File: src/rtl/alu_pkg.sv
// Shared ALU datapath constants and the sequential subtractor state encoding.
package alu_pkg;

    localparam int unsigned SLICE_W = 4;

    typedef enum logic [1:0] {
        IDLE = 2'd0,
        RUN  = 2'd1,
        DONE = 2'd2
    } state_t;

endpackage

File: src/rtl/borrow_bypass_slice.sv
// One 4-bit subtract slice: ripple borrow chain with a bypass mux when all bit pairs match.
module borrow_bypass_slice
    import alu_pkg::*;
(
    input  logic [SLICE_W-1:0] a,
    input  logic [SLICE_W-1:0] b,
    input  logic               bi,
    output logic [SLICE_W-1:0] d,
    output logic               bo,
    output logic               p
);

    logic [SLICE_W:0] bw;

    // Per-bit ripple difference and borrow, plus slice propagate.
    always_comb begin
        bw    = '0;
        d     = '0;
        bw[0] = bi;
        for (int i = 0; i < int'(SLICE_W); i++) begin
            d[i]    = a[i] ^ b[i] ^ bw[i];
            bw[i+1] = (~a[i] & b[i]) | (~(a[i] ^ b[i]) & bw[i]);
        end
        p  = &(~(a ^ b));
        bo = p ? bi : bw[SLICE_W];
    end

endmodule

File: src/rtl/borrow_bypass_subtractor_seq.sv
// Multi-cycle borrow-bypass subtractor: one 4-bit slice per clock, LSB slice first,
// valid/ready on both sides.
module borrow_bypass_subtractor_seq
    import alu_pkg::*;
#(
    parameter int unsigned WIDTH = 16
)
(
    input  logic                                  clk,
    input  logic                                  rst,
    input  logic                                  in_valid,
    output logic                                  in_ready,
    input  logic [WIDTH-1:0]                      a,
    input  logic [WIDTH-1:0]                      b,
    input  logic                                  b_in,
    output logic                                  out_valid,
    input  logic                                  out_ready,
    output logic [WIDTH-1:0]                      diff,
    output logic                                  b_out,
    output logic [$clog2(WIDTH/SLICE_W+1)-1:0]    skip_cnt
);

    localparam int unsigned NBLK  = WIDTH / SLICE_W;
    localparam int unsigned IDX_W = (NBLK > 1) ? $clog2(NBLK) : 1;
    localparam int unsigned CNT_W = $clog2(NBLK + 1);

    state_t             state;
    state_t             state_next;
    logic               in_ready_d;
    logic               out_valid_d;
    logic               accept_c;
    logic               last_c;

    logic [WIDTH-1:0]   a_q;
    logic [WIDTH-1:0]   b_q;
    logic               borrow_q;
    logic [IDX_W-1:0]   idx;

    logic [SLICE_W-1:0] sa_c;
    logic [SLICE_W-1:0] sb_c;
    logic [SLICE_W-1:0] sd_c;
    logic               sbo_c;
    logic               sp_c;
    logic [WIDTH-1:0]   slice_mask_c;
    logic [WIDTH-1:0]   slice_val_c;

    assign accept_c = in_valid & in_ready;
    assign last_c   = (idx == IDX_W'(NBLK - 1));

    // State register with registered handshake flags.
    always_ff @(posedge clk or posedge rst) begin
        if (rst) begin
            state     <= IDLE;
            in_ready  <= 1'b1;
            out_valid <= 1'b0;
        end else begin
            state     <= state_next;
            in_ready  <= in_ready_d;
            out_valid <= out_valid_d;
        end
    end

    // Next-state decode.
    always_comb begin
        state_next = state;
        case (state)
            IDLE:    if (accept_c)             state_next = RUN;
            RUN:     if (last_c)               state_next = DONE;
            DONE:    if (out_valid & out_ready) state_next = IDLE;
            default:                           state_next = IDLE;
        endcase
    end

    // Handshake flags follow the state being entered.
    always_comb begin
        in_ready_d  = 1'b0;
        out_valid_d = 1'b0;
        case (state_next)
            IDLE:    in_ready_d  = 1'b1;
            DONE:    out_valid_d = 1'b1;
            default: ;
        endcase
    end

    // Select the current slice of the latched operands and place its difference.
    always_comb begin
        sa_c         = SLICE_W'(a_q >> (32'(idx) * SLICE_W));
        sb_c         = SLICE_W'(b_q >> (32'(idx) * SLICE_W));
        slice_mask_c = WIDTH'({SLICE_W{1'b1}}) << (32'(idx) * SLICE_W);
        slice_val_c  = WIDTH'(sd_c) << (32'(idx) * SLICE_W);
    end

    borrow_bypass_slice u_slice (
        .a  (sa_c),
        .b  (sb_c),
        .bi (borrow_q),
        .d  (sd_c),
        .bo (sbo_c),
        .p  (sp_c)
    );

    // Operand capture, slice-by-slice result build and bypass counting.
    always_ff @(posedge clk or posedge rst) begin
        if (rst) begin
            a_q      <= '0;
            b_q      <= '0;
            borrow_q <= 1'b0;
            idx      <= '0;
            diff     <= '0;
            b_out    <= 1'b0;
            skip_cnt <= '0;
        end else if (state == IDLE) begin
            if (accept_c) begin
                a_q      <= a;
                b_q      <= b;
                borrow_q <= b_in;
                idx      <= '0;
                diff     <= '0;
                b_out    <= 1'b0;
                skip_cnt <= '0;
            end
        end else if (state == RUN) begin
            diff     <= (diff & ~slice_mask_c) | slice_val_c;
            borrow_q <= sbo_c;
            skip_cnt <= skip_cnt + CNT_W'(sp_c);
            if (last_c) begin
                b_out <= sbo_c;
            end else begin
                idx <= idx + IDX_W'(1);
            end
        end
    end

endmodule

File: config.mk
export PLATFORM = sky130hd
export DESIGN_NAME = borrow_bypass_subtractor_seq
export DESIGN_NICKNAME = d
export VERILOG_FILES = /design/src/rtl/alu_pkg.sv /design/src/rtl/borrow_bypass_slice.sv /design/src/rtl/borrow_bypass_subtractor_seq.sv
export SDC_FILE = /design/constraint.sdc
export NUM_CORES = 1
export LEC_CHECK = 0
export ABC_AREA = 1
export CORE_MARGIN = 5
export CORE_UTILIZATION = 46
export DETAILED_ROUTE_END_ITERATION = 10
export PLACE_DENSITY = 0.72
export SYNTH_ARGS = -nofsm -noshare
export SYNTH_HDL_FRONTEND = slang
export SYNTH_SLANG_ARGS = --single-unit
File: constraint.sdc
create_clock -name clk -period 2.7 [get_ports clk]
set_input_delay 0.54 -clock clk [delete_from_list [all_inputs] [get_ports clk]]
set_output_delay 0.54 -clock clk [all_outputs]
set_load 0.005 [all_outputs]
==> results of run 1 <==
## worst register-to-register path, cell delays in order (launching register included)
cell and delay [ps]:
dfrtp_2 470, buf_6 140, nor2_2 100, o22ai_2 90
fa_2 390, inv_2 60, fa_2 180, fa_2 190
inv_2 40, fa_1 430, o21bai_1 180, nand3_1 130
a21oi_1 80
## stage by stage
step / area (sq um) / util [%]
CTS: 3777 / 60.53
global route: 3807 / 61.01
global placement: 3596 / 57.62
floorplan: 2938 / -
finish: 3807 / 61.01
detailed placement: 3596 / 57.62
## flip-flops by register name, indices dropped and copies added (netlist names)
| name | count |
|---|---|
| in_ready | 1 |
| b_q | 16 |
| skip_cnt | 3 |
| borrow_q | 1 |
| state | 2 |
| out_valid | 1 |
| a_q | 16 |
| idx | 2 |
| diff | 16 |
| b_out | 1 |
## layout make-up
| cell class | count | area [sq um] | area share (%) |
|---|---|---|---|
| flip-flops and latches | 59 | 1480 | 38.88 |
| multi-input cells | 208 | 1152 | 30.27 |
| repair buffers | 71 | 706.9 | 18.57 |
| inverters | 50 | 192.7 | 5.061 |
| clock buffers | 13 | 168.9 | 4.436 |
| well taps | 77 | 96.34 | 2.530 |
| clock inverters | 2 | 10.01 | 0.2629 |
## logic make-up after synthesis
logic type | synth area share [%]
flip-flops | 50.97
AND/OR/NAND/NOR | 18.17
adder cells (fa/ha/maj) | 7.078
buffers and inverters | 10.57
AO/OA/AOI/OAI | 13.21
## worst max path at each step
stage	cells past startpoint	endpoint	start	slack [ps]
after floorplan	14	diff[11]	idx[1]	-4
after global placement	12	diff[11]	idx[0]	0.2
after detailed placement	13	diff[11]	idx[0]	-80
after CTS	12	diff[11]	idx[0]	5
after global routing	12	borrow_q	idx[0]	-7
final	12	borrow_q	idx[0]	110
## placed cells by master (no fill, tap or decap), types with 3 or more instances in the layout
| master | n |
|---|---|
| inv_2 | 7 |
| a21oi_1 | 7 |
| nor2_1 | 11 |
| ha_1 | 10 |
| fa_2 | 3 |
| buf_4 | 10 |
| clkdlybuf4s50_1 | 58 |
| clkbuf_8 | 12 |
| nand2_1 | 77 |
| o21ai_1 | 19 |
| dfrtp_1 | 56 |
| o21ai_0 | 33 |
| nand3_1 | 23 |
| inv_1 | 41 |
| nand2_2 | 6 |
| o21ai_2 | 5 |
## where the power goes
group          leakage (uW)  switching, uW  internal [uW]
Clock             0.0000953            328            400
Combinational       0.00104           1430           1100
Sequential         0.000742            260           1290
Total               0.00188           2020           2790
## layer usage
| layer | track usage [%] | routed length [microns] | vias to the layer above |
|---|---|---|---|
| met5 | 0 | 0 | - |
| met4 | 5.954 | 66 | 0 |
| met3 | 5.530 | 398 | 6 |
| met2 | 27.33 | 2920 | 58 |
| met1 | 21.62 | 2769 | 1088 |
| li1 | - | - | 1178 |
## what timing repair did
item,in CTS,in global routing
gates cloned,0,0
setup buffers,0,2
endpoints found under the setup margin,4,6
resized for setup,4,12
pin swaps,2,10
==> impl_metrics.toml, run 1 <==
[outcome]
outcome = "finished, final reports clean"

[critical_path]
path_common_cell = "fa_2"
critPathKind = "reg2reg"
cp.required_ps = 2930
cp-end-kind = "register"
r2r_start = "idx[0]"
path_max_fanout = 8
crit_buf_inv = 3
crit_slowest_cell = "dfrtp_2"
r2r_end = "borrow_q"
start_kind = "register"
worstPathArrival_ps = 2820
cp_slowest_stage_delay_ps = 470
cpLargestDelayFamily = "adder cells"
reg2reg_slack_ps = 110
path_cells = "buf_6 > nor2_2 > o22ai_2 > fa_2 > inv_2 > fa_2 > fa_2 > inv_2 > fa_1 > o21bai_1 > nand3_1 > a21oi_1"
reg2reg_depth = 12

[timing]
slew_viol_final = 0
worstMarginPinSlew_ps = 376.3
hold_ws_ps = 487.2
rsz0062_at_grt = "yes"
relSlewSlack_pct = 74.91
skew_ps = 7.318
layout_setup_ws_ps = 108.5
max_freq_mhz = 385.9
tns_ps = 0
finalHoldViolCount = 0
finalCritPeriodShare_pct = 95.98
layout_min_cycle_time_ps = 2592
setup_viol = 0

[logic_synthesis]
syn-num-nets = 383
synthCells = 332
synth-edff-count = 0
async_flop_share_pct = 100.0
synth-seq-cells = 59
ys_seq_area_share_pct = 50.97
synth.avg_cell_area_sq_um = 8.732
yosysMostFrequentCell = "nand2_1"
netlist_area_sq_um = 2899
netlist_top_cells_count = "nand2_1, dfrtp_1, inv_1"
synth_cell_types = 28
yosysTopAreaCell = "dfrtp_1"
synthDominantCellAreaShare_pct = 50.06
netlist_top_cells_area = "dfrtp_1, nand2_1, o21ai_0"
yosysWarnings = 0
synth_ff_type = "dfrtp_1"

[cts]
cts_tree = "done"
clock-sinks = 59
htreeDepth = 3
root_buffer = "clkbuf_8"
cts_max_path_buffers = 2
holdBufCountCts = 0
clk_latency_ps = 340
cts_made_buffers = 9
clk_pin_slew_ps = 70

[global_route]
antenna_found_initial = 0
grt_overflow = 0
grt_max_degree = 60
grt_pass1_vias = 2267
grt_pass1_wl_microns = 10330
gr-usage-all-layers_pct = 17.01

[route]
drc_errors = 0
viasPerCell = 4.854
ant_nets = 0
first_pass_iters = 4
num_vias = 2330
first_iter_violations = 98
totalWireLength_microns = 6156
routedWlPerCell_microns = 12.83

[placement]
hpwl_microns = 4567
placedCellCount = 464
gp_congestion = 0.8788
post-place-ws_ps = -79.58
io_buffers = 58

[hold_path]
hold_depth = 2
hold_class = "reg2reg"
hp-start = "a_q[15]"
whs_endpoint = "a_q[15]"

[die]
start_util_pct = 46.45
die-area_sq_um = 7990
core_area_sq_um = 6241
die_w_microns = 89.39
die_y_microns = 89.39
rows = 29
io_pins = 59

[pwr]
ir_worst_vdd_v = 0.0006458
p_total_uw = 4807
p_leak_uw = 0.001880
powerDensity_nw_per_um2 = 1262

[final_layout]
drive_gt1_share_pct = 15.14
syn_to_final_growth_pct = 31.33
n_fill_cell = 551
diodes = 0
final_nets = 450
fin_cells = 480

[run]
maxCapViolCount = 0
No activity file was read; power rests on OpenSTA's default activity.
==> run 2: changes to the inputs <==
--- a/config.mk
+++ b/config.mk
@@ -5,7 +5,8 @@
 export SDC_FILE = /design/constraint.sdc
 export NUM_CORES = 1
 export LEC_CHECK = 0
-export ABC_AREA = 1
+export ABC_AREA = 0
+export CORE_ASPECT_RATIO = 1.2
 export CORE_MARGIN = 5
 export CORE_UTILIZATION = 46
 export DETAILED_ROUTE_END_ITERATION = 10
==> run 2 against run 1 <==
Setup slack got worse by 120 ps. Critical path type unchanged. Sequential share of layout area decreased by 0.96 points. Hold slack improved by 18 ps. The flow now finishes with violations (setup timing). Area after synthesis increased by 0.69%. Final cell count decreased by 26%. Flip-flop and latch count unchanged. Critical path depth decreased by 3. Core utilization increased by 3.0 points. Sequential power increased by 6%. Count of clock-buffer cells in the layout decreased by 1.
==> impl_metrics.toml, run 2 <==
[route]
ant_nets = 0
first_iter_violations = 76
routedWlPerCell_microns = 16.99
drc_errors = 0
totalWireLength_microns = 6050
first_pass_iters = 4
num_vias = 1831
viasPerCell = 5.143

[pwr]
power.internal_uw = 3454
power_frac_comb_pct = 54.4
p_leak_uw = 0.001719
power.switching_uw = 1960
p_total_uw = 5414
seq_power_share_pct = 30.5
ir_worst_vdd_v = 0.0007753
pwr-share-clk_pct = 15.1
swShare_pct = 36.21
powerDensity_nw_per_um2 = 1389

[final_layout]
seq_area_sq_um = 1478
finalInstanceArea_sq_um = 3897
multi_input_area_sq_um = 1361
n_fill_cell = 490
fin_cells = 356
syn_to_final_growth_pct = 33.52
mostFrequentLayoutCells = "dfrtp_1, clkdlybuf4s50_1, mux2_4"
drive_gt1_share_pct = 32.12
reg_top3 = "a_q: 16 flops, b_q: 16 flops, diff: 16 flops"
diodes = 0
final_nets = 322

[cts]
root_buffer = "clkbuf_8"
holdBufCountCts = 0
cts_max_path_buffers = 2
htreeDepth = 3
cts_made_buffers = 9
clk_pin_slew_ps = 60
clock-sinks = 59
clk_latency_ps = 330
cts_tree = "done"

[logic_synthesis]
yosysWarnings = 0
netlist_top_cells_area = "dfrtp_1, mux2_4, mux4_2"
synth.avg_cell_area_sq_um = 14.74
netlist_area_sq_um = 2919
syn-num-nets = 249
synth_ff_type = "dfrtp_1"
synth-edff-count = 0
netlist_top_cells_count = "dfrtp_1, mux2_4, inv_1"
yosysTopAreaCell = "dfrtp_1"
synth-seq-cells = 59
synth_cell_types = 34
ys_seq_area_share_pct = 50.62
yosysMostFrequentCell = "dfrtp_1"
synthCells = 198
synthDominantCellAreaShare_pct = 49.72
async_flop_share_pct = 100.0

[critical_path]
crit_buf_inv = 3
cp.depth = 9
r2r_end = "diff[15]"
start_kind = "register"
cpLargestDelayFamily = "adder cells"
worstPathArrival_ps = 2970
crit_end = "diff[15]"
reg2reg_depth = 9
crit_slowest_cell = "mux4_2"
r2r_start = "idx[0]"
reg2reg_slack_ps = -9
path_cells = "mux4_2 > inv_2 > fa_2 > inv_2 > fa_2 > fa_2 > inv_2 > fa_2 > o2bb2ai_2"
path_common_cell = "fa_2"
crit_start = "idx[0]"
cp_slowest_stage_delay_ps = 520
cp-end-kind = "register"
critPathKind = "reg2reg"
path_max_fanout = 4
cp.required_ps = 2960

[die]
start_util_pct = 47.94
die_w_microns = 82.72
die-area_sq_um = 8046
io_pins = 59
rows = 31
die_y_microns = 97.27
core_area_sq_um = 6090

[global_route]
grt_pass1_wl_microns = 9956
grt_max_degree = 35
antenna_found_initial = 0
grt_pass1_vias = 1998
gr-usage-all-layers_pct = 16.41
grt_overflow = 0

[placement]
hpwl_microns = 4490
io_buffers = 58
placedCellCount = 337
gp_congestion = 0.8021
placed_area_sq_um = 3613

[run]
maxCapViolCount = 0

[hold_path]
hold_depth = 1
hp-start = "diff[3]"
hold_class = "reg2reg"

[timing]
setup_viol = 1
max_freq_mhz = 369.1
layout_setup_ws_ps = -9.426
rsz0062_at_grt = "yes"
finalCritPeriodShare_pct = 100.3
layout_min_cycle_time_ps = 2709
relSlewSlack_pct = 62.67
skew_ps = 5.120
worstMarginPinSlew_ps = 559.1
finalHoldViolCount = 0
slew_viol_final = 0

[outcome]
violations = "setup timing"
outcome = "finished, violations left"
## run 2: cell types whose count changed after synthesis, moves of 5 or more
cell	before	now
nor2_1	13	2
o21ai_0	37	3
o21ai_1	17	1
nand2_1	80	4
nand3_1	23	4
inv_1	48	15
a22o_1	2	10
mux2_4	0	30
a21oi_1	8	3
o2bb2ai_1	0	11
mux4_2	0	8
## run 2: area by class of cell
type                       count  share of cell area, %
clock buffer                  12                  4.238
sequential                    59                  37.91
multi-input combinational    116                  34.93
timing repair buffer          70                  17.95
tap                           82                  2.632
inverter                      15                  1.445
clock inverter                 2                 0.8989
## run 2: logic make-up after synthesis
group | share of synthesized area (%)
multiplexers | 22.72
buffers and inverters | 4.372
adder cells (fa/ha/maj) | 7.030
AND/OR/NAND/NOR | 5.315
flip-flops | 50.62
AO/OA/AOI/OAI | 9.944
## run 2: worst min-delay path by stage
stage	endpoint	slack, ps
finish	diff[3]	510
detailed placement	diff[3]	480
global placement	diff[3]	480
floorplan	a_q[15]	480
global route	diff[7]	530
CTS	diff[3]	500
## run 2: per-layer routing
metal | global-route usage [%] | part of all wire [%] | vias to the layer above
li1 | - | - | 867
met1 | 21.32 | 42 | 910
met2 | 26.23 | 51 | 45
met3 | 3.432 | 4.5 | 9
met4 | 6.792 | 1.6 | 0
met5 | 0 | 0 | -
## run 2: metrics by stage
stage,hold WS [ps],setup TNS (ps),utilization (%),setup slack [ps]
2_1_floorplan,475.4,-411.3,-,-100.9
3_3_place_gp,475.5,0,59.34,38.80
3_5_place_dp,480.4,-269.7,59.34,-73.63
4_1_cts,497.5,0,63.74,3.036
5_1_grt,525.9,-365.1,64.00,-80.79
6_report,505.5,-9.426,64.00,-9.426
## run 2: repair_timing
item                       CTS  global route
resized for setup            7             6
setup endpoints to repair    5             7
buffers inserted             5             0
pin swaps                    6             2
## run 2: power groups by stage
stage	Combinational (uW)	Clock (uW)	Sequential, uW
floorplan	1960	0	1530
global placement	2590	0	1650
detailed placement	2640	0	1670
CTS	2880	827	1660
global route	3220	860	1710
finish	2950	820	1650
==> run 3: changes to the inputs <==
--- a/config.mk
+++ b/config.mk
@@ -5,7 +5,7 @@
 export SDC_FILE = /design/constraint.sdc
 export NUM_CORES = 1
 export LEC_CHECK = 0
-export ABC_AREA = 0
+export ABC_AREA = 1
 export CORE_ASPECT_RATIO = 1.2
 export CORE_MARGIN = 5
 export CORE_UTILIZATION = 46
==> run 3 against run 2 <==
The run now ends clean. Flip-flop and latch count is the same. Wire length decreased by 2.1%. Largest power group unchanged. Core utilization decreased by 1.3 points. Via count is 27% higher. First-iteration DRC count is 16% higher. Register-to-register slack improved by 20 ps. Count of clock-buffer cells in the layout grew 2. Sequential power down 6%. Combinational power decreased by 14%. Non-clock buffer count up 2. Clock power decreased by 14%. Highest routed layer unchanged. Cell area fell by 2.0%. Largest cell class unchanged.
==> impl_metrics.toml, run 3 (same netlist as run 1, synthesis figures left out) <==
[final_layout]
final_nets = 451
drive_gt1_share_pct = 15.56
n_fill_cell = 550
mostFrequentLayoutCells = "nand2_1, clkdlybuf4s50_1, dfrtp_1"
final_common_cell = "nand2_1"
reg_top3 = "a_q: 16 flops, b_q: 16 flops, diff: 16 flops"
diodes = 0
final_util_pct = 62.71
syn_to_final_growth_pct = 31.72

[critical_path]
reg2reg_slack_ps = 10
path_cells = "inv_4 > nor2_1 > o22ai_2 > fa_2 > inv_2 > fa_2 > fa_2 > inv_2 > fa_1 > inv_2 > nand2_2 > o21ai_2"
crit_buf_inv = 4
cp.required_ps = 2970
path_max_fanout = 8
r2r_end = "diff[11]"
r2r_start = "idx[0]"
start_kind = "register"
cp-end-kind = "register"
crit_end = "diff[11]"
critPathKind = "reg2reg"
worstPathArrival_ps = 2950
crit_start = "idx[0]"
cpLargestDelayFamily = "adder cells"
cp_slowest_stage_delay_ps = 480
crit_slowest_cell = "dfrtp_2"
cp.depth = 12
reg2reg_depth = 12

[die]
core_area_sq_um = 6090
io_pins = 59
start_util_pct = 47.61
die-area_sq_um = 7997
rows = 31
die_w_microns = 82.47
die_y_microns = 96.97

[cts]
cts_made_buffers = 9
clk_pin_slew_ps = 60
htreeDepth = 3
root_buffer = "clkbuf_8"
cts_max_path_buffers = 2
cts_tree = "done"
holdBufCountCts = 0
clk_latency_ps = 340
clock-sinks = 59

[timing]
relSlewSlack_pct = 72.34
setup_viol = 0
finalHoldViolCount = 0
layout_min_cycle_time_ps = 2685
rsz0062_at_grt = "yes"
slew_viol_final = 0
skew_ps = 8.476
finalCritPeriodShare_pct = 99.45
hold_ws_ps = 481.3
max_freq_mhz = 372.4
tns_ps = 0
worstMarginPinSlew_ps = 414.9
layout_setup_ws_ps = 14.96

[placement]
gp_congestion = 0.8246
post-place-ws_ps = -141.7
io_buffers = 58
hpwl_microns = 4555

[pwr]
p_leak_uw = 0.001879
ir_worst_vdd_v = 0.0005412
powerDensity_nw_per_um2 = 1258
p_total_uw = 4804

[global_route]
grt_pass1_vias = 2258
grt_max_degree = 55
antenna_found_initial = 0
grt_pass1_wl_microns = 10020
gr-usage-all-layers_pct = 16.22
grt_overflow = 0

[hold_path]
hold_depth = 2
hold_class = "reg2reg"

[route]
first_pass_iters = 5
totalWireLength_microns = 5924
routedWlPerCell_microns = 12.16
viasPerCell = 4.780
first_iter_violations = 88
drc_errors = 0
num_vias = 2328
ant_nets = 0

[run]
maxCapViolCount = 0

[outcome]
outcome = "finished, final reports clean"
run 3: cell types whose count changed in the layout (fill, tap and decap cells not counted), sizes merged, moves of 6 or more:
cell / previous run / this run
nand3: 4 / 24
mux2: 32 / 0
a21oi: 3 / 9
o21ai: 4 / 57
inv: 15 / 50
a22o: 10 / 2
nor2: 3 / 14
mux4: 8 / 0
o2bb2ai: 11 / 0
nand2: 4 / 83
run 3: how the worst min path moves through the flow:
stage	start	end	slack, ps
2_1_floorplan	a_q[11]	a_q[11]	450
3_3_place_gp	a_q[1]	a_q[1]	470
3_5_place_dp	a_q[4]	a_q[4]	480
4_1_cts	a_q[4]	a_q[4]	490
5_1_grt	b_q[11]	b_q[11]	510
6_report	a_q[4]	a_q[4]	480
run 3: routing by layer:
layer / wire length [microns] / global-route usage, %
met1: 2586 / 20.33
met2: 2916 / 26.05
met3: 314 / 3.439
met4: 106 / 7.673
met5: 0 / 0
run 3: what timing repair did:
item / 4_1_cts / 5_1_grt
setup endpoints to repair: 5 / 4
pin swaps: 5 / 6
buffers inserted: 2 / 0
gates resized for setup: 9 / 10
run 3: worst min-delay path: stages, from the launching register on:
cell,delay (ps)
dfrtp_1,340
nand2_1,50
o21ai_0,60
run 3: area by class of cell:
class	count	area (sq um)	share of cell area, %
Clock inverter	2	10.01	0.2621
Tap cell	82	102.6	2.687
Sequential cell	59	1480	38.76
Timing Repair Buffer	72	701.9	18.38
Clock buffer	14	162.7	4.260
Multi-Input combinational cell	208	1169	30.60
Inverter	50	192.7	5.046
run 3: stage by stage:
step,instance area [sq um],instances
2_1_floorplan,2938,332
3_3_place_gp,3590,469
3_5_place_dp,3590,469
4_1_cts,3790,487
5_1_grt,3819,487
6_report,3819,487
run 3: report_power, final:
part,internal (uW),switching [uW]
Combinational,1120,1430
Clock,381,328
Sequential,1290,257
